File: config.mk
export PLATFORM = sky130hd
export DESIGN_NAME = cache_line_sequencer
export DESIGN_NICKNAME = d
export VERILOG_FILES = /design/src/rtl/cache_line_sequencer_pkg.sv /design/src/rtl/cache_line_sequencer.sv
export SDC_FILE = /design/constraint.sdc
export NUM_CORES = 1
export LEC_CHECK = 0
export ABC_CLOCK_PERIOD_IN_PS = 3500
export CAP_MARGIN = 20
export CELL_PAD_IN_SITES_DETAIL_PLACEMENT = 1
export CELL_PAD_IN_SITES_GLOBAL_PLACEMENT = 1
export CORE_AREA = 2 2 243 245
export DETAILED_ROUTE_END_ITERATION = 16
export DIE_AREA = 0 0 245 247
export PLACE_DENSITY = 0.66
export SLEW_MARGIN = 20
export SYNTH_ARGS = -nofsm -noshare
export SYNTH_HDL_FRONTEND = slang
export SYNTH_SLANG_ARGS = --single-unit
File: constraint.sdc
create_clock -name main_clk -period 3.5 [get_ports main_clk]
set_clock_uncertainty 0.15 [all_clocks]
set_input_delay 0.875 -clock main_clk [delete_from_list [all_inputs] [get_ports main_clk]]
set_output_delay 0.875 -clock main_clk [all_outputs]
set_load 0.01 [all_outputs]
File: src/rtl/cache_line_sequencer_pkg.sv
// Shared types and constants for the cache line miss sequencer.
// Contents: FSM state encoding, cache_data geometry constants.
// No logic; imported by cache_line_sequencer.
package cache_line_sequencer_pkg;

    localparam int SEG_W  = 9;
    localparam int WAY_W  = 2;
    localparam int LINE_W = 128;
    localparam int CNT_W  = 16;

    typedef enum logic [2:0] {
        IDLE,
        PROBE,
        EVAL,
        WB,
        FILL,
        WRITE,
        DONE
    } seq_state_t;

endpackage

File: src/rtl/cache_line_sequencer.sv
// Line-miss sequencer: probe victim, write back if dirty, fetch new line, full-write it into cache_data.
// Latency: miss_req to miss_done = 5 cycles + fill wait (+2 + write-back wait when the victim is dirty).
// Backpressure: mem_req held until mem_ack; a watchdog aborts with miss_err after TIMEOUT unacked cycles.
//
// Ports:
//   main_clk / main_rst_n        clock, async active-low reset
//   miss_*                       miss request from tag logic (level, held until miss_done/miss_err)
//   victim_tag                   tag of the evicted line, latched with the miss
//   busy, cd_own, cd_target_*    cache_data ownership and address
//   cd_do_full_write, cd_raw_in  full-line write into cache_data
//   cd_raw_out, cd_out_dirty     cache_data read data / dirty flag, valid one cycle after address
//   mem_*                        128-bit line bus to the memory controller
//   wb_count                     saturating count of completed write-backs
module cache_line_sequencer
    import cache_line_sequencer_pkg::*;
#(
    parameter int TAG_W   = 16,
    parameter int TIMEOUT = 1023
) (
    input  logic                    main_clk,
    input  logic                    main_rst_n,
    input  logic                    miss_req,
    input  logic [SEG_W-1:0]        miss_segment,
    input  logic [WAY_W-1:0]        miss_way,
    input  logic [TAG_W-1:0]        miss_tag,
    input  logic [TAG_W-1:0]        victim_tag,
    output logic                    miss_done,
    output logic                    miss_err,
    output logic                    busy,
    output logic                    cd_own,
    output logic [SEG_W-1:0]        cd_target_segment,
    output logic [WAY_W-1:0]        cd_target_way,
    output logic                    cd_do_full_write,
    output logic [LINE_W-1:0]       cd_raw_in,
    input  logic [LINE_W-1:0]       cd_raw_out,
    input  logic                    cd_out_dirty,
    output logic                    mem_req,
    output logic                    mem_we,
    output logic [TAG_W+SEG_W-1:0]  mem_addr,
    output logic [LINE_W-1:0]       mem_wdata,
    input  logic [LINE_W-1:0]       mem_rdata,
    input  logic                    mem_ack,
    output logic [CNT_W-1:0]        wb_count
);

    localparam logic [CNT_W-1:0] TMO = CNT_W'(TIMEOUT);

    seq_state_t         state_q, state_d;
    logic [SEG_W-1:0]   seg_q, seg_d;
    logic [WAY_W-1:0]   way_q, way_d;
    logic [TAG_W-1:0]   mtag_q, mtag_d;
    logic [TAG_W-1:0]   vtag_q, vtag_d;
    logic [LINE_W-1:0]  line_q, line_d;
    logic [CNT_W-1:0]   wd_q, wd_d;
    logic [CNT_W-1:0]   wb_count_q, wb_count_d;
    // Set for the first FILL cycle after a write-back so mem_req drops for one cycle.
    logic               gap_q, gap_d;
    logic               wd_fire;

    assign wd_fire           = (TIMEOUT != 0) && (wd_q == TMO);
    assign busy              = (state_q != IDLE);
    assign cd_target_segment = seg_q;
    assign cd_target_way     = way_q;
    assign cd_raw_in         = line_q;
    assign mem_wdata         = line_q;
    assign wb_count          = wb_count_q;

    always_comb begin
        state_d          = state_q;
        seg_d            = seg_q;
        way_d            = way_q;
        mtag_d           = mtag_q;
        vtag_d           = vtag_q;
        line_d           = line_q;
        wd_d             = wd_q;
        wb_count_d       = wb_count_q;
        gap_d            = 1'b0;
        cd_own           = 1'b1;
        cd_do_full_write = 1'b0;
        mem_req          = 1'b0;
        mem_we           = 1'b0;
        mem_addr         = '0;
        miss_done        = 1'b0;
        miss_err         = 1'b0;

        case (state_q)
            IDLE: begin
                cd_own = 1'b0;
                if (miss_req) begin
                    seg_d   = miss_segment;
                    way_d   = miss_way;
                    mtag_d  = miss_tag;
                    vtag_d  = victim_tag;
                    state_d = PROBE;
                end
            end
            PROBE: begin
                state_d = EVAL;
            end
            EVAL: begin
                wd_d = '0;
                if (cd_out_dirty) begin
                    line_d  = cd_raw_out;
                    state_d = WB;
                end else begin
                    state_d = FILL;
                end
            end
            WB: begin
                mem_we   = 1'b1;
                mem_addr = {vtag_q, seg_q};
                if (wd_fire) begin
                    miss_err = 1'b1;
                    state_d  = IDLE;
                end else begin
                    mem_req = 1'b1;
                    if (mem_ack) begin
                        wb_count_d = (wb_count_q == '1) ? wb_count_q : wb_count_q + 1'b1;
                        wd_d       = '0;
                        gap_d      = 1'b1;
                        state_d    = FILL;
                    end else begin
                        wd_d = wd_q + 1'b1;
                    end
                end
            end
            FILL: begin
                mem_addr = {mtag_q, seg_q};
                if (gap_q) begin
                    // Idle bus cycle between write-back and fill; mem_ack is ignored here.
                end else if (wd_fire) begin
                    miss_err = 1'b1;
                    state_d  = IDLE;
                end else begin
                    mem_req = 1'b1;
                    if (mem_ack) begin
                        line_d  = mem_rdata;
                        state_d = WRITE;
                    end else begin
                        wd_d = wd_q + 1'b1;
                    end
                end
            end
            WRITE: begin
                cd_do_full_write = 1'b1;
                state_d          = DONE;
            end
            DONE: begin
                cd_own    = 1'b0;
                miss_done = 1'b1;
                state_d   = IDLE;
            end
            default: begin
                cd_own  = 1'b0;
                state_d = IDLE;
            end
        endcase
    end

    always_ff @(posedge main_clk or negedge main_rst_n) begin
        if (!main_rst_n) begin
            state_q    <= IDLE;
            seg_q      <= '0;
            way_q      <= '0;
            mtag_q     <= '0;
            vtag_q     <= '0;
            line_q     <= '0;
            wd_q       <= '0;
            wb_count_q <= '0;
            gap_q      <= 1'b0;
        end else begin
            state_q    <= state_d;
            seg_q      <= seg_d;
            way_q      <= way_d;
            mtag_q     <= mtag_d;
            vtag_q     <= vtag_d;
            line_q     <= line_d;
            wd_q       <= wd_d;
            wb_count_q <= wb_count_d;
            gap_q      <= gap_d;
        end
    end

endmodule

---- Word-level counts from Yosys, hierarchy flattened ----
Cells that the tools add are included.
Widths: inputs -> output; s select.
operators by class
  multiplexer cells ....................... 33
  bitwise operators ....................... 2
  equality and inequality tests ........... 17
  reduce and logical (&&, ||, !) cells .... 10
  add/subtract/negate cells ............... 2
operator list
  kind                   count
  $mux 128               4
  $pmux 128 s2           1
  $mux 16                5
  $pmux 25 s2            1
  $pmux 16 s3            1
  $add 16x1->16 const B  2
  $mux 3                 7
  $pmux 3 s6             1
  $eq 16x10->1 const B   1
  $eq 16x16->1 const B   1
  $ne 2x2->1 const B     7
  $mux 1                 11
  $reduce_and 5->1       2
  $eq 3x3->1 const B     3
  $reduce_and 4->1       2
  $eq 3x2->1 const B     2
  $ne 3x3->1 const B     2
  $reduce_bool 3->1      2
  $reduce_or 5->1        1
  $pmux 1 s2             2
  $eq 3x1->1 const B     1
  $logic_not 3->1        1
  $not 1->1              2
  $reduce_and 2->1       1
  $reduce_bool 2->1      1
word-level totals
  logic and storage cells ................. 73
  output and inout port bits .............. 315
  bits in registers ....................... 207
  bits of input ports ..................... 304

---- Depth between registers and ports, before layout ----
  depth after elaboration ................. 5
  depth in mapped cells ................... 10
  depth with buffers taken out ............ 6

---- Worst setup path after synthesis ----
Ideal clock, no wire load.
  path type ............................... register to output
  start point ............................. register state_q[0]
  end point ............................... output mem_addr[10]
  required time ........................... 2.475 ns
  stages on the path, launching flop included .. 7
  arrival ................................. 1.576 ns
  slack ................................... 0.899 ns
  path buffers ............................ 3
  cells stage by stage .................... dfrtp_1 clkbuf_1 inv_1 and3_1 clkbuf_1 clkbuf_1 a22o_1
between the ends
  longest elaborated chain between the ends .. 2
  elaborated cells on any way between the ends .. 3
  those cells by class .................... 2 x eq/ne; 1 x mux
RTL lines
  element                                   line                         source
  from (decl)                               cache_line_sequencer.sv:48   seq_state_t state_q, state_d;
  from (signal assigned)                    cache_line_sequencer.sv:172  state_q <= state_d;
  $eq 3x3->1 or $eq 3x2->1 (tied branches)  cache_line_sequencer.sv:86   case (state_q)
  $pmux 25 s2 (*)                           cache_line_sequencer.sv:86
  to (decl)                                 cache_line_sequencer.sv:39   output logic [TAG_W+SEG_W-1:0] mem_addr,
Every way passes the cells marked *; elsewhere a longest branch is shown, timed or not.

---- Worst setup path in the final report ----
  start point ............................. register state_q[0]
  end point ............................... output mem_addr[3]
The elaborated chain is that of the path after synthesis.

==> impl_metrics.json <==
{
  "syn2layout_area_growth_pct": 66.6,
  "synth-edff-count": 0,
  "drtAntennaViolNets": 0,
  "cts_root_buf": "clkbuf_16",
  "status": "finished clean",
  "syn_avg_cell_area_sq_um": 10.3,
  "leakagePower_nw": 7.90,
  "critPathBufInv": 1,
  "synth.area.top_cells": "dfrtp_1, mux2i_1, buf_4, nand2_1, mux2_2",
  "numClockSinks": 207,
  "postLayoutCellArea_sq_um": 17900,
  "core_sq_um": 58200,
  "yosysSeqAreaShare": 0.483,
  "clkTransAtPathRegs_ns": 0.06,
  "pin_count": 619,
  "required_ns": 2.47,
  "clk_latency_ns": 0.55,
  "num_vias": 9432,
  "n_fill_cell": 6610,
  "start_util": 0.184,
  "finalNetCount": 1828,
  "final_util": 0.307,
  "rr_worst_depth": 5,
  "final_cell_mix": "clkdlybuf4s50_1, dfrtp_1, nand2_1",
  "pre_cts_slack_ns": 0.272,
  "grt_usage": 0.131,
  "cp-end-kind": "output pin",
  "drive_gt1_frac": 0.0888,
  "maxSlewHeadroom": 0.358,
  "slowest_delay_ns": 0.55,
  "row_count": 89,
  "vias_per_cell": 4.07,
  "clockBufferDepth": 3,
  "cp_top_family": "simple AND/OR/NAND/NOR gates",
  "die_x_um": 245,
  "synth_fp_nets": 1343,
  "drc": 0,
  "synth_ff_type": "dfrtp_1",
  "ys_ff_latch": 207,
  "startpoint_type": "register",
  "path_cells": "or3b_4 -> nand2_2 -> and2_1 -> clkdlybuf4s50_1",
  "dp_hpwl_um": 32800,
  "setup_violations": 0,
  "fmax_ghz": 0.293,
  "yosysTopAreaCellShare": 0.483,
  "critPathArrivalTime_ns": 2.38,
  "setup_ws_ns": 0.0925,
  "grt_antenna_before_repair": 1,
  "cts_tree": "built",
  "final_common_cell": "clkdlybuf4s50_1",
  "hp-class": "in2async",
  "synthCells": 1037,
  "power.density_nw_per_um2": 815,
  "crit_cells": 4,
  "grt_max_degree": 83,
  "diodes": 0,
  "synthArstFlopShare": 1.00,
  "drtIter0Drc": 301,
  "critical_path_class": "reg2out",
  "grt-ovfl-total": 0,
  "cts_buffers": 27,
  "rsz0062_at_grt": "yes",
  "place_congestion": 0.804,
  "min_period_ns": 3.41,
  "htree_levels": 1,
  "grt_pass1_wl_um": 61900,
  "maxCapViolations": 0,
  "maxSlewViolCount": 0,
  "cp_slowest_cell": "clkdlybuf4s50_1",
  "synth_area_sq_um": 10700,
  "die_y_um": 247,
  "port_buffers": 618,
  "firstDrtPassIters": 4,
  "routedWlPerCell_um": 18.2,
  "yosys.area.top_type": "dfrtp_1",
  "grt_pass1_vias": 10100,
  "synth_cell_types": 49,
  "finalCritPeriodShare": 0.974,
  "wirelength_um": 42100,
  "finalHoldViolCount": 0,
  "ir_drop_mv": 0.363,
  "ys_warn_count": 0,
  "path_max_fanout": 11,
  "dpl_cell_area_sq_um": 16900,
  "worst_slew_pin_slew_ns": 0.963,
  "cts_hold_buf": 0,
  "dieArea_sq_um": 60500
}
where the power goes:
| group | internal [W] | switching (W) | leakage (nW) |
|---|---|---|---|
| combinational | 0.00408 | 0.00313 | 4.84 |
| sequential | 0.00341 | 0.00102 | 2.60 |
| clock | 0.00179 | 0.00112 | 0.459 |
kinds of logic (layout without fill, tap and decap cells):
family,count (synthesis),after routing,synth area share
xor+xnor,13,13,0.0106
fa+ha+maj,2,2,0.00233
mux,177,177,0.171
buf+inv,199,704,0.122
flops,207,207,0.483
simple gates,236,236,0.100
compound gates,203,203,0.112
metrics by stage:
stage | power, W | instances | TNS, ns | hold WS (ns)
finish | 0.0145 | 2315 | 0 | 0.193
global route | 0.0155 | 2315 | -0.00902 | 0.227
CTS | 0.0148 | 2312 | 0 | 0.188
detailed placement | 0.0117 | 2259 | 0 | 0.343
global placement | 0.0116 | 2259 | 0 | 0.326
floorplan | 0.00805 | 1037 | 0 | 0.331
worst paths after layout:
check	slack, ns	startpoint	end
hold reg to reg	0.35	wb_count[10]	wb_count[10]
setup reg to reg	0.73	state_q[2]	cd_raw_in[89]
max in group asynchronous	2.26	main_rst_n	state_q[2]
hold / removal	0.19	main_rst_n	vtag_q[0]
min in group main_clk	0.35	wb_count[10]	wb_count[10]
setup / recovery	0.09	state_q[0]	mem_addr[3]
layout make-up:
class / count / area (sq um) / area share
inverter: 9 / 33.8 / 0.00189
sequential: 207 / 5180 / 0.290
clock buffer: 35 / 746 / 0.0418
tap: 773 / 967 / 0.0542
clock inverter: 14 / 176 / 0.00988
timing repair buffer: 646 / 6500 / 0.364
multi-input combinational: 631 / 4260 / 0.238
cell usage after synthesis (5+ instances only):
cell      number
nand2_1      157
nor2_1         9
xnor2_1       12
clkbuf_1      34
and3_1         9
inv_1          9
buf_4        128
mux2i_1      131
buf_6          7
o21ai_1       40
buf_2         19
nand3_1       14
a22o_1        16
nand4_1       11
a21oi_1       17
mux2_2        46
dfrtp_1      207
a2111o_1       7
and2_1        16
o21ai_0      103
nand2b_1       5
flip-flops by register name (all words and copies together) (netlist names):
signal             count
wd_q                  16
state_q                3
mtag_q                16
cd_target_segment      9
cd_target_way          2
gap_q                  1
wb_count              16
vtag_q                16
cd_raw_in            128
routing by layer:
layer	global-route usage	wire length, um
met1	0.160	17200
met2	0.239	21800
met3	0.0208	2300
met4	0.0350	776
met5	0	13
repair_timing:
action | 4_1_cts | 5_1_grt
setup buffers | 4 | 3
gates resized for setup | 7 | 4
hold endpoints to repair | 0 | 0
endpoints found under the setup margin | 28 | 17
pin swaps | 2 | 2
Power figures use the tool's default switching activity.
